File: src/rtl/fetch_unit_pkg.sv
// fetch_unit_pkg: shared definitions for the instruction-fetch front end,
// control and the pipeline chains.
//   ROM_AWIDTH_DEF - default ROM word-address / PC width
//   IWIDTH_DEF     - default instruction width
//   RESET_PC_DEF   - PC loaded on reset
//   fetch_entry_t  - prefetch queue entry layout {pc, instr}
package fetch_unit_pkg;
  localparam int ROM_AWIDTH_DEF = 8;
  localparam int IWIDTH_DEF     = 16;
  localparam int RESET_PC_DEF   = 0;

  typedef struct packed {
    logic [ROM_AWIDTH_DEF-1:0] pc;
    logic [IWIDTH_DEF-1:0]     instr;
  } fetch_entry_t;
endpackage

File: src/rtl/fetch_queue.sv
// fetch_queue: synchronous FIFO of prefetched {pc, instr} entries.
// Ports:
//   clk, rst   - clock, synchronous active-high reset
//   push/data  - write push_data at the tail
//   pop        - drop the head entry
//   flush      - discard all entries (wins over push/pop)
//   head       - head entry (undefined when count == 0)
//   count      - number of valid entries, 0..DEPTH
// The producer guarantees no push while full.
module fetch_queue
  import fetch_unit_pkg::*;
#(
  parameter int DEPTH = 4,
  parameter int W     = ROM_AWIDTH_DEF + IWIDTH_DEF,
  localparam int AW   = $clog2(DEPTH)
) (
  input  logic          clk,
  input  logic          rst,
  input  logic          push,
  input  logic [W-1:0]  push_data,
  input  logic          pop,
  input  logic          flush,
  output logic [W-1:0]  head,
  output logic [AW:0]   count
);
  logic [W-1:0]  mem [DEPTH];
  logic [AW-1:0] wr_ptr;
  logic [AW-1:0] rd_ptr;

  always_ff @(posedge clk) begin
    if (rst || flush) begin
      wr_ptr <= '0;
      rd_ptr <= '0;
      count  <= '0;
    end else begin
      if (push) wr_ptr <= wr_ptr + 1'b1;
      if (pop)  rd_ptr <= rd_ptr + 1'b1;
      case ({push, pop})
        2'b10:   count <= count + 1'b1;
        2'b01:   count <= count - 1'b1;
        default: count <= count;
      endcase
    end
  end

  // Storage carries no reset; validity is tracked by count alone.
  always_ff @(posedge clk) begin
    if (push && !rst && !flush) mem[wr_ptr] <= push_data;
  end

  assign head = mem[rd_ptr];
endmodule

File: src/rtl/fetch_unit.sv
// fetch_unit: instruction-fetch front end. Owns the PC, issues reads to a
// synchronous ROM (data one cycle after rom_rd), buffers words in a
// prefetch queue and hands {instr, pc} to decode via valid/ready.
// Redirects flush the queue and kill any in-flight read.
// Ports:
//   clk, rst                 - clock, synchronous active-high reset
//   rom_rd/rom_raddr         - ROM read strobe and word address
//   rom_rdata                - ROM data, valid the cycle after rom_rd
//   redirect/redirect_pc     - flush and restart fetch at redirect_pc
//   o_valid/i_ready          - output handshake
//   o_instr/o_pc/o_pc_plus1  - head instruction, its address, address+1
// Optional: define FETCH_PERF_EN to add o_fetch_cnt (pops) and
// o_bubble_cnt (cycles with i_ready && !o_valid), 16-bit saturating.
module fetch_unit
  import fetch_unit_pkg::*;
#(
  parameter int ROM_AWIDTH = ROM_AWIDTH_DEF,
  parameter int IWIDTH     = IWIDTH_DEF,
  parameter int QDEPTH     = 4,
  parameter logic [ROM_AWIDTH-1:0] RESET_PC = ROM_AWIDTH'(RESET_PC_DEF)
) (
  input  logic                  clk,
  input  logic                  rst,
  output logic                  rom_rd,
  output logic [ROM_AWIDTH-1:0] rom_raddr,
  input  logic [IWIDTH-1:0]     rom_rdata,
  input  logic                  redirect,
  input  logic [ROM_AWIDTH-1:0] redirect_pc,
  output logic                  o_valid,
  input  logic                  i_ready,
  output logic [IWIDTH-1:0]     o_instr,
  output logic [ROM_AWIDTH-1:0] o_pc,
  output logic [ROM_AWIDTH-1:0] o_pc_plus1
`ifdef FETCH_PERF_EN
  ,
  output logic [15:0]           o_fetch_cnt,
  output logic [15:0]           o_bubble_cnt
`endif
);
  localparam int EW = ROM_AWIDTH + IWIDTH;
  localparam int CW = $clog2(QDEPTH) + 1;

  logic [ROM_AWIDTH-1:0] fetch_pc;
  logic [ROM_AWIDTH-1:0] pending_pc;
  logic                  pending;
  logic                  redirect_q;
  logic                  pop;
  logic                  push;
  logic [CW-1:0]         count;
  logic [EW-1:0]         head;
  logic [CW:0]           credit;

  assign o_valid = (count != '0);
  assign pop     = o_valid && i_ready;

  // Slots committed after this edge: queued + in flight - leaving now.
  // Issuing only while this is below QDEPTH makes overflow impossible.
  always_comb begin
    credit = {1'b0, count} + (CW+1)'(pending) - (CW+1)'(pop);
    rom_rd = !rst && !redirect_q && (credit < (CW+1)'(QDEPTH));
  end

  assign rom_raddr = fetch_pc;

  // A redirect at this edge discards the word arriving now, and clearing
  // pending discards the word requested this cycle.
  assign push = pending && !redirect;

  always_ff @(posedge clk) begin
    if (rst) begin
      fetch_pc   <= RESET_PC;
      pending    <= 1'b0;
      pending_pc <= '0;
      redirect_q <= 1'b0;
    end else begin
      redirect_q <= redirect;
      if (redirect) begin
        fetch_pc <= redirect_pc;
        pending  <= 1'b0;
      end else begin
        pending <= rom_rd;
        if (rom_rd) begin
          fetch_pc   <= fetch_pc + 1'b1;
          pending_pc <= fetch_pc;
        end
      end
    end
  end

  fetch_queue #(.DEPTH(QDEPTH), .W(EW)) u_queue (
    .clk       (clk),
    .rst       (rst),
    .push      (push),
    .push_data ({pending_pc, rom_rdata}),
    .pop       (pop),
    .flush     (redirect),
    .head      (head),
    .count     (count)
  );

  // Mask the head so an empty queue presents zeros.
  assign o_pc       = o_valid ? head[EW-1:IWIDTH] : '0;
  assign o_instr    = o_valid ? head[IWIDTH-1:0]  : '0;
  assign o_pc_plus1 = o_pc + 1'b1;

`ifdef FETCH_PERF_EN
  always_ff @(posedge clk) begin
    if (rst) begin
      o_fetch_cnt  <= '0;
      o_bubble_cnt <= '0;
    end else begin
      if (pop && o_fetch_cnt != 16'hFFFF)
        o_fetch_cnt <= o_fetch_cnt + 1'b1;
      if (i_ready && !o_valid && o_bubble_cnt != 16'hFFFF)
        o_bubble_cnt <= o_bubble_cnt + 1'b1;
    end
  end
`endif
endmodule
File: config.mk
export PLATFORM = sky130hd
export DESIGN_NAME = fetch_unit
export DESIGN_NICKNAME = d
export VERILOG_FILES = /design/src/rtl/fetch_unit_pkg.sv /design/src/rtl/fetch_queue.sv /design/src/rtl/fetch_unit.sv
export SDC_FILE = /design/constraint.sdc
export NUM_CORES = 1
export LEC_CHECK = 0
export ABC_AREA = 1
export CAP_MARGIN = 10
export CORE_MARGIN = 4
export CORE_UTILIZATION = 40
export CTS_CLUSTER_DIAMETER = 30
export CTS_CLUSTER_SIZE = 28
export DETAILED_ROUTE_END_ITERATION = 10
export PLACE_DENSITY_LB_ADDON = 0.12
export SYNTH_ARGS = -nofsm -noshare
export SYNTH_HDL_FRONTEND = slang
export SYNTH_SLANG_ARGS = --single-unit
export TNS_END_PERCENT = 30
File: constraint.sdc
create_clock -name clk -period 3.3 [get_ports clk]
set_clock_uncertainty 0.05 [all_clocks]
set_input_delay 0.99 -clock clk [delete_from_list [all_inputs] [get_ports clk]]
set_output_delay 0.99 -clock clk [all_outputs]
set_load 0.02 [all_outputs]
### Word-level counts from Yosys, hierarchy flattened

Memory sizes are Yosys's and may differ from the RTL's. A register that Yosys moved wholly into a read port is not among the register bits.
Cells that the tools add are included.

| word-level totals | value |
|---|---|
| memories | 1 |
| memory bits (writable) | 96 |
| word-level logic and storage cells | 44 |
| output and inout port bits | 42 |
| register bits after elaboration | 25 |

Memories:

| memory | words | bits a word | rd ports | clocked after memory_dff | write ports | RTL line | source |
|---|---|---|---|---|---|---|---|
| u_queue.mem | 4 | 24 | 1 | 1 | 1 | fetch_queue.sv:26 | `logic [W-1:0] mem [DEPTH];` |

| cells by class | value |
|---|---|
| bitwise logic cells | 1 |
| multiplexer cells | 9 |
| reductions and logical operators | 15 |
| eq/ne operators | 2 |
| magnitude comparators | 1 |
| add/subtract/negate cells | 8 |

Operator list:

| cell | count |
|---|---|
| two-way mux 8 bit | 3 |
| adder 8 x 1 -> 8 bit (second input constant) | 2 |
| two-way mux 16 bit | 1 |
| logical AND 1 bit | 6 |
| one-hot mux 3 bit (2 select lines) | 1 |
| adder 2 x 1 -> 2 bit (second input constant) | 2 |
| adder 3 x 1 -> 4 bit | 1 |
| < comparator 4 x 3 -> 1 bit (second input constant) | 1 |
| two-way mux 2 bit | 2 |
| nonzero test 2 bit | 2 |
| subtractor 4 x 1 -> 4 bit | 1 |
| adder 3 x 1 -> 3 bit (second input constant) | 1 |
| logical NOT 1 bit | 3 |
| nonzero test 3 bit | 1 |
| subtractor 3 x 1 -> 3 bit (second input constant) | 1 |
| == test 2 x 1 -> 1 bit (second input constant) | 1 |
| == test 2 bit (second input constant) | 1 |
| two-way mux 1 bit | 2 |
| AND reduction 2 bit | 1 |
| OR reduction 2 bit | 1 |
| logical OR 1 bit | 1 |
| NOT 1 bit | 1 |

### Depth between registers and ports, before layout

| depth | value |
|---|---|
| depth in word-level cells | 7 |
| depth in mapped cells | 19 |
| mapped depth without buffers | 18 |

### Hierarchy

From an unflattened synthesis, not the netlist that was laid out.

| second synthesis, totals | value |
|---|---|
| cells, all modules | 522 |
| area total of the unflattened synthesis | 5566.6 sq um |

Modules (own cells, without submodules):

| module | instances | cells an instance | area an instance (sq um) | sequential area each (sq um) |
|---|---|---|---|---|
| fetch_queue | 1 | 289 | 4166.5 | 3062.9 |
| fetch_unit | 1 | 233 | 1400.1 | 360.3 |

### Worst setup path before layout

Ideal clock, no wire load.

| timing path | value |
|---|---|
| path type | input to output |
| from | in i_ready |
| to | out rom_rd |
| data required time | 2.260 ns |
| stages on the path | 12 |
| data arrival time | 2.322 ns |
| buffers on the path | 0 |
| setup slack | -0.062 ns |
| cells stage by stage | nand2_1 > inv_1 > ha_1 > inv_1 > ha_1 > inv_1 > nor2_1 > nand2_2 > nand2_1 > nand2_1 > nand4_2 > inv_1 |

| on the way | value |
|---|---|
| word-level cells in the longest chain between the ends | 4 |

Ends and longest elaborated chain:

| element | RTL line | source |
|---|---|---|
| start: declaration | fetch_unit.sv:30 | `input logic i_ready,` |
| logical AND 1 bit | fetch_unit.sv:54 | `assign pop = o_valid && i_ready;` |
| net pop | fetch_unit.sv:47 | `logic pop;` |
| subtractor 4 x 1 -> 4 bit | fetch_unit.sv:59 | `credit = {1'b0, count} + (CW+1)'(pending) - (CW+1)'(pop);` |
| < comparator 4 x 3 -> 1 bit | fetch_unit.sv:60 | `rom_rd = !rst && !redirect_q && (credit < (CW+1)'(QDEPTH));` |
| logical AND 1 bit | fetch_unit.sv:60 |  |
| end: declaration | fetch_unit.sv:24 | `output logic rom_rd,` |

The timed path passes the listed nets, and every way through them passes these cells.

### Worst setup path after layout

Same ends and word-level chain as after synthesis.

==> results_tabular.tex <==
\begin{tabular}{lr}
\hline
Metric & Value \\
\hline
\multicolumn{2}{l}{\textbf{Run status}} \\
Result of the run & finished clean \\
\multicolumn{2}{l}{\textbf{Cells and area}} \\
Fraction of layout instances using a drive strength above 1 & 0.203 \\
Number of standard cells in the final layout excluding fillers & 836 \\
Most common cell after layout, fill and taps aside & nor2\_1 \\
Leading cell types in the layout, fill and taps excluded & nor2\_1 (103), edfxtp\_1 (96), nand2\_1 (78) \\
Layout-stage area growth over the synthesis result & 34.5\% \\
Antenna Diode Count & 0 \\
Cell area after layout & 7330 µm² \\
Total number of nets in the final design & between 600 and 700 \\
Utilization after layout & 0.552 \\
\multicolumn{2}{l}{\textbf{Synth}} \\
Synth Net Count & 575 \\
Number of synthesized flops with an enable pin & between 90 and 100 \\
Average cell area after synthesis & between 10 and 15 µm² \\
Commonest register cell after synthesis & edfxtp\_1 \\
Largest cells by area after synthesis & edfxtp\_1 (53\%), dfxtp\_1 (9.9\%), nor2\_1 (7.4\%) \\
Share of the synthesized area in the top cell type & 0.529 \\
Synth async-reset ratio & 0 \\
Register bit total from synthesis & 123 \\
Share of the yosys chip area belonging to registers & 0.628 \\
Cell count after synthesis & 535 \\
Post-Synthesis Cell Area & around 5500 µm² \\
Yosys warnings & 0 \\
Unique masters post-synth & 33 \\
Most area-hungry cell type in the Yosys netlist & edfxtp\_1 \\
\multicolumn{2}{l}{\textbf{Route}} \\
Via-to-Cell Ratio & 4.89 \\
Routed length per placed instance & roughly 15 µm \\
Total detailed-routing wirelength & about 13000 µm \\
Drt pass-1 iters & 4 \\
Antenna viol nets, final & 0 \\
Via count & between 4000 and 5000 \\
DRT iter0 DRCs & roughly 230 \\
DRC Markers & 0 \\
\multicolumn{2}{l}{\textbf{Critical path}} \\
Required time of the critical path & between 2 and 2.5 ns \\
Crit Path Max Fanout & 2 \\
Slowest-stage cell, CP & ha\_4 \\
Crit path arrival time & between 2 and 2.5 ns \\
Category of cells accounting for the largest share of critical-path delay & simple AND/OR/NAND/NOR gates \\
Max incr delay on CP & between 0.2 and 0.3 ns \\
Most repeated library cell on the critical path & nand2\_2 \\
Critical path endpoint category & primary output \\
Critical path cell sequence & buf\_6 > nand2\_4 > inv\_4 > ha\_4 > inv\_4 > ha\_4 > inv\_2 > nor2\_2 > nand2\_2 > nand2\_2 > nand2\_2 > nand4\_4 > inv\_2 > buf\_6 \\
Combined buffer and inverter count along the critical path & 6 \\
Category of the worst setup path launch point & input port \\
Path depth of the worst reg2reg path & 22 \\
Critical Setup Path Class & in -> out \\
Crit. path cell count & 14 \\
\multicolumn{2}{l}{\textbf{Hold path}} \\
Hold crit path type & reg -> reg \\
Hold Path Cell Cnt & 2 \\
\multicolumn{2}{l}{\textbf{Pwr}} \\
Ratio of total power to cell area & 518 nW/µm² \\
Cell leakage power & 0.00294 µW \\
VDD IR max & about 0.25 mV \\
\multicolumn{2}{l}{\textbf{STA}} \\
Count of pins over their slew limit & 0 \\
Part of the cycle the worst path needs & 0.989 \\
Measured slew at the worst slew-check pin & 0.657 ns \\
Hold Fails Final Rpt & 0 \\
Tmin final & roughly 3.3 ns \\
Fmax & approximately 310 MHz \\
Total setup violations reported at the end of the flow & 0 \\
Setup WS post-layout & between 0.03 and 0.04 ns \\
Total negative setup slack & 0 ns \\
Headroom to the max-slew limit & 0.562 \\
Unrepaired setup endpoints after global routing & yes \\
\multicolumn{2}{l}{\textbf{Global route}} \\
First-pass GRT wire length & roughly 20000 µm \\
Total routing usage reported by global routing & 0.163 \\
Antenna violations before repair & 0 \\
Via count of the first global-routing pass & 3986 \\
Maximum number of pins on one net before global-route repair & 39 \\
Aggregate global routing overflow & 0 \\
\multicolumn{2}{l}{\textbf{Placed design}} \\
Half-perimeter wire length after detailed placement & 8040 µm \\
Post-placement worst setup slack & -0.905 ns \\
Instance area at placement & 6490 µm² \\
Placer congestion estimate & between 0.8 and 0.9 \\
Placed cells & 787 \\
IO Port Bufs & between 60 and 70 \\
\multicolumn{2}{l}{\textbf{Die}} \\
Starting utilization of the core area & 0.410 \\
Die H & 125 µm \\
Area of the core & about 13000 µm² \\
Io pins & 70 \\
Chip width & $\sim$120 µm \\
Standard-cell row count & 42 \\
Die Area & between 15000 and 20000 µm² \\
\multicolumn{2}{l}{\textbf{CTS}} \\
Total clock buffers created by CTS & 17 \\
Clock transition at path regs & $\sim$0.050 ns \\
Number of sinks driven by the clock tree & 123 \\
Root buf cell & clkbuf\_16 \\
TritonCTS clock tree & built \\
Count of H-tree levels built during CTS & 4 \\
Longest Clk Path Bufs & 2 \\
\# hold bufs at CTS & 0 \\
Clock latency reported for the late side of the worst-skew pair & 0.41 ns \\
\multicolumn{2}{l}{\textbf{Job}} \\
Max-cap check violation count & 0 \\
\hline
\end{tabular}
-- through the flow --
step	total power, µW	hold slack [ns]
5_1_grt	3920	0.444
2_1_floorplan	1900	0.372
3_5_place_dp	2040	0.408
6_report	3800	0.407
4_1_cts	3820	0.414
3_3_place_gp	2040	0.391
-- per-layer routing --
metal  up-vias  wire length [µm]  GRT usage  part of all wire
li1       2025                 -          -                 -
met1      1956              5730      0.204              0.46
met2        90              6070      0.270              0.48
met3        14               576     0.0497             0.046
met4         0               136     0.0554             0.011
met5         -                 0          0                 0
-- repair_timing --
| item | CTS | global route |
|---|---|---|
| cloned | 0 | 1 |
| pin swaps | 10 | 9 |
| buffers inserted | 14 | 4 |
| resized for setup | 40 | 30 |
| setup endpoints to repair | 10 | 17 |
-- synthesized netlist by cell type, types with 2 or more instances --
| master | instances |
|---|---|
| xor2_1 | 5 |
| nor2_4 | 2 |
| nand2_1 | 82 |
| nand3_2 | 7 |
| edfxtp_1 | 96 |
| nand3_1 | 22 |
| o21ai_1 | 2 |
| buf_6 | 5 |
| ha_1 | 11 |
| nor2_2 | 2 |
| dfxtp_1 | 27 |
| inv_1 | 40 |
| nand2_2 | 9 |
| a21oi_1 | 34 |
| clkbuf_1 | 7 |
| buf_2 | 7 |
| nor2_1 | 108 |
| nand4_1 | 2 |
| o21ai_0 | 49 |
| inv_2 | 5 |
-- sequential cells by signal (all words and copies together), names as in the netlist, named ones only --
name	flops
pending_pc	8
u_queue.mem	96
u_queue.wr_ptr	2
u_queue.count	3
rom_raddr	8
pending	1
redirect_q	1
u_queue.rd_ptr	2
-- final timing paths --
kind	startpoint	endpoint	slack, ns
setup / recovery	i_ready	rom_rd	0.04
hold / removal	u_queue.rd_ptr[1]	flip-flop	0.41
setup reg to reg	u_queue.count[2]	u_queue.count[1]	0.19
hold reg to reg	u_queue.rd_ptr[1]	flip-flop	0.41
-- report_power, final --
group / internal [µW] / switching, µW / total (µW)
logic: 143 / 168 / 312
registers: 1700 / 26.4 / 1720
clock network: 1140 / 627 / 1770
total: 2980 / 822 / 3800
-- area by class of cell --
class	instances	area, µm²
Fill cell	1151	5960
Sequential cell	123	3430
Multi-Input combinational cell	345	1830
Timing Repair Buffer	115	1100
Clock buffer	23	468
Tap cell	176	220
Inverter	46	185
Clock inverter	8	95.1
-- cells by family (layout without fill, tap and decap cells) --
| family | Yosys count | in the layout | synth area share |
|---|---|---|---|
| simple gates | 239 | 239 | 0.195 |
| flops | 123 | 123 | 0.628 |
| xor+xnor | 5 | 5 | 0.00803 |
| buf+inv | 67 | 192 | 0.0574 |
| compound gates | 89 | 89 | 0.0833 |
| fa+ha+maj | 12 | 12 | 0.0289 |
-- worst register-to-register path: stages (launching register included) --
cell	delay (ns)
dfxtp_2	0.35
inv_4	0.09
nand3_4	0.11
nand2_4	0.09
inv_4	0.04
buf_4	0.12
buf_4	0.12
buf_4	0.12
buf_4	0.12
buf_4	0.12
buf_4	0.12
buf_4	0.12
buf_4	0.12
buf_4	0.12
buf_4	0.12
buf_4	0.12
buf_6	0.12
ha_2	0.17
inv_2	0.06
fa_1	0.40
nand2_1	0.08
nand2_1	0.06
a21oi_2	0.11
(Power assumes the default switching activity.)
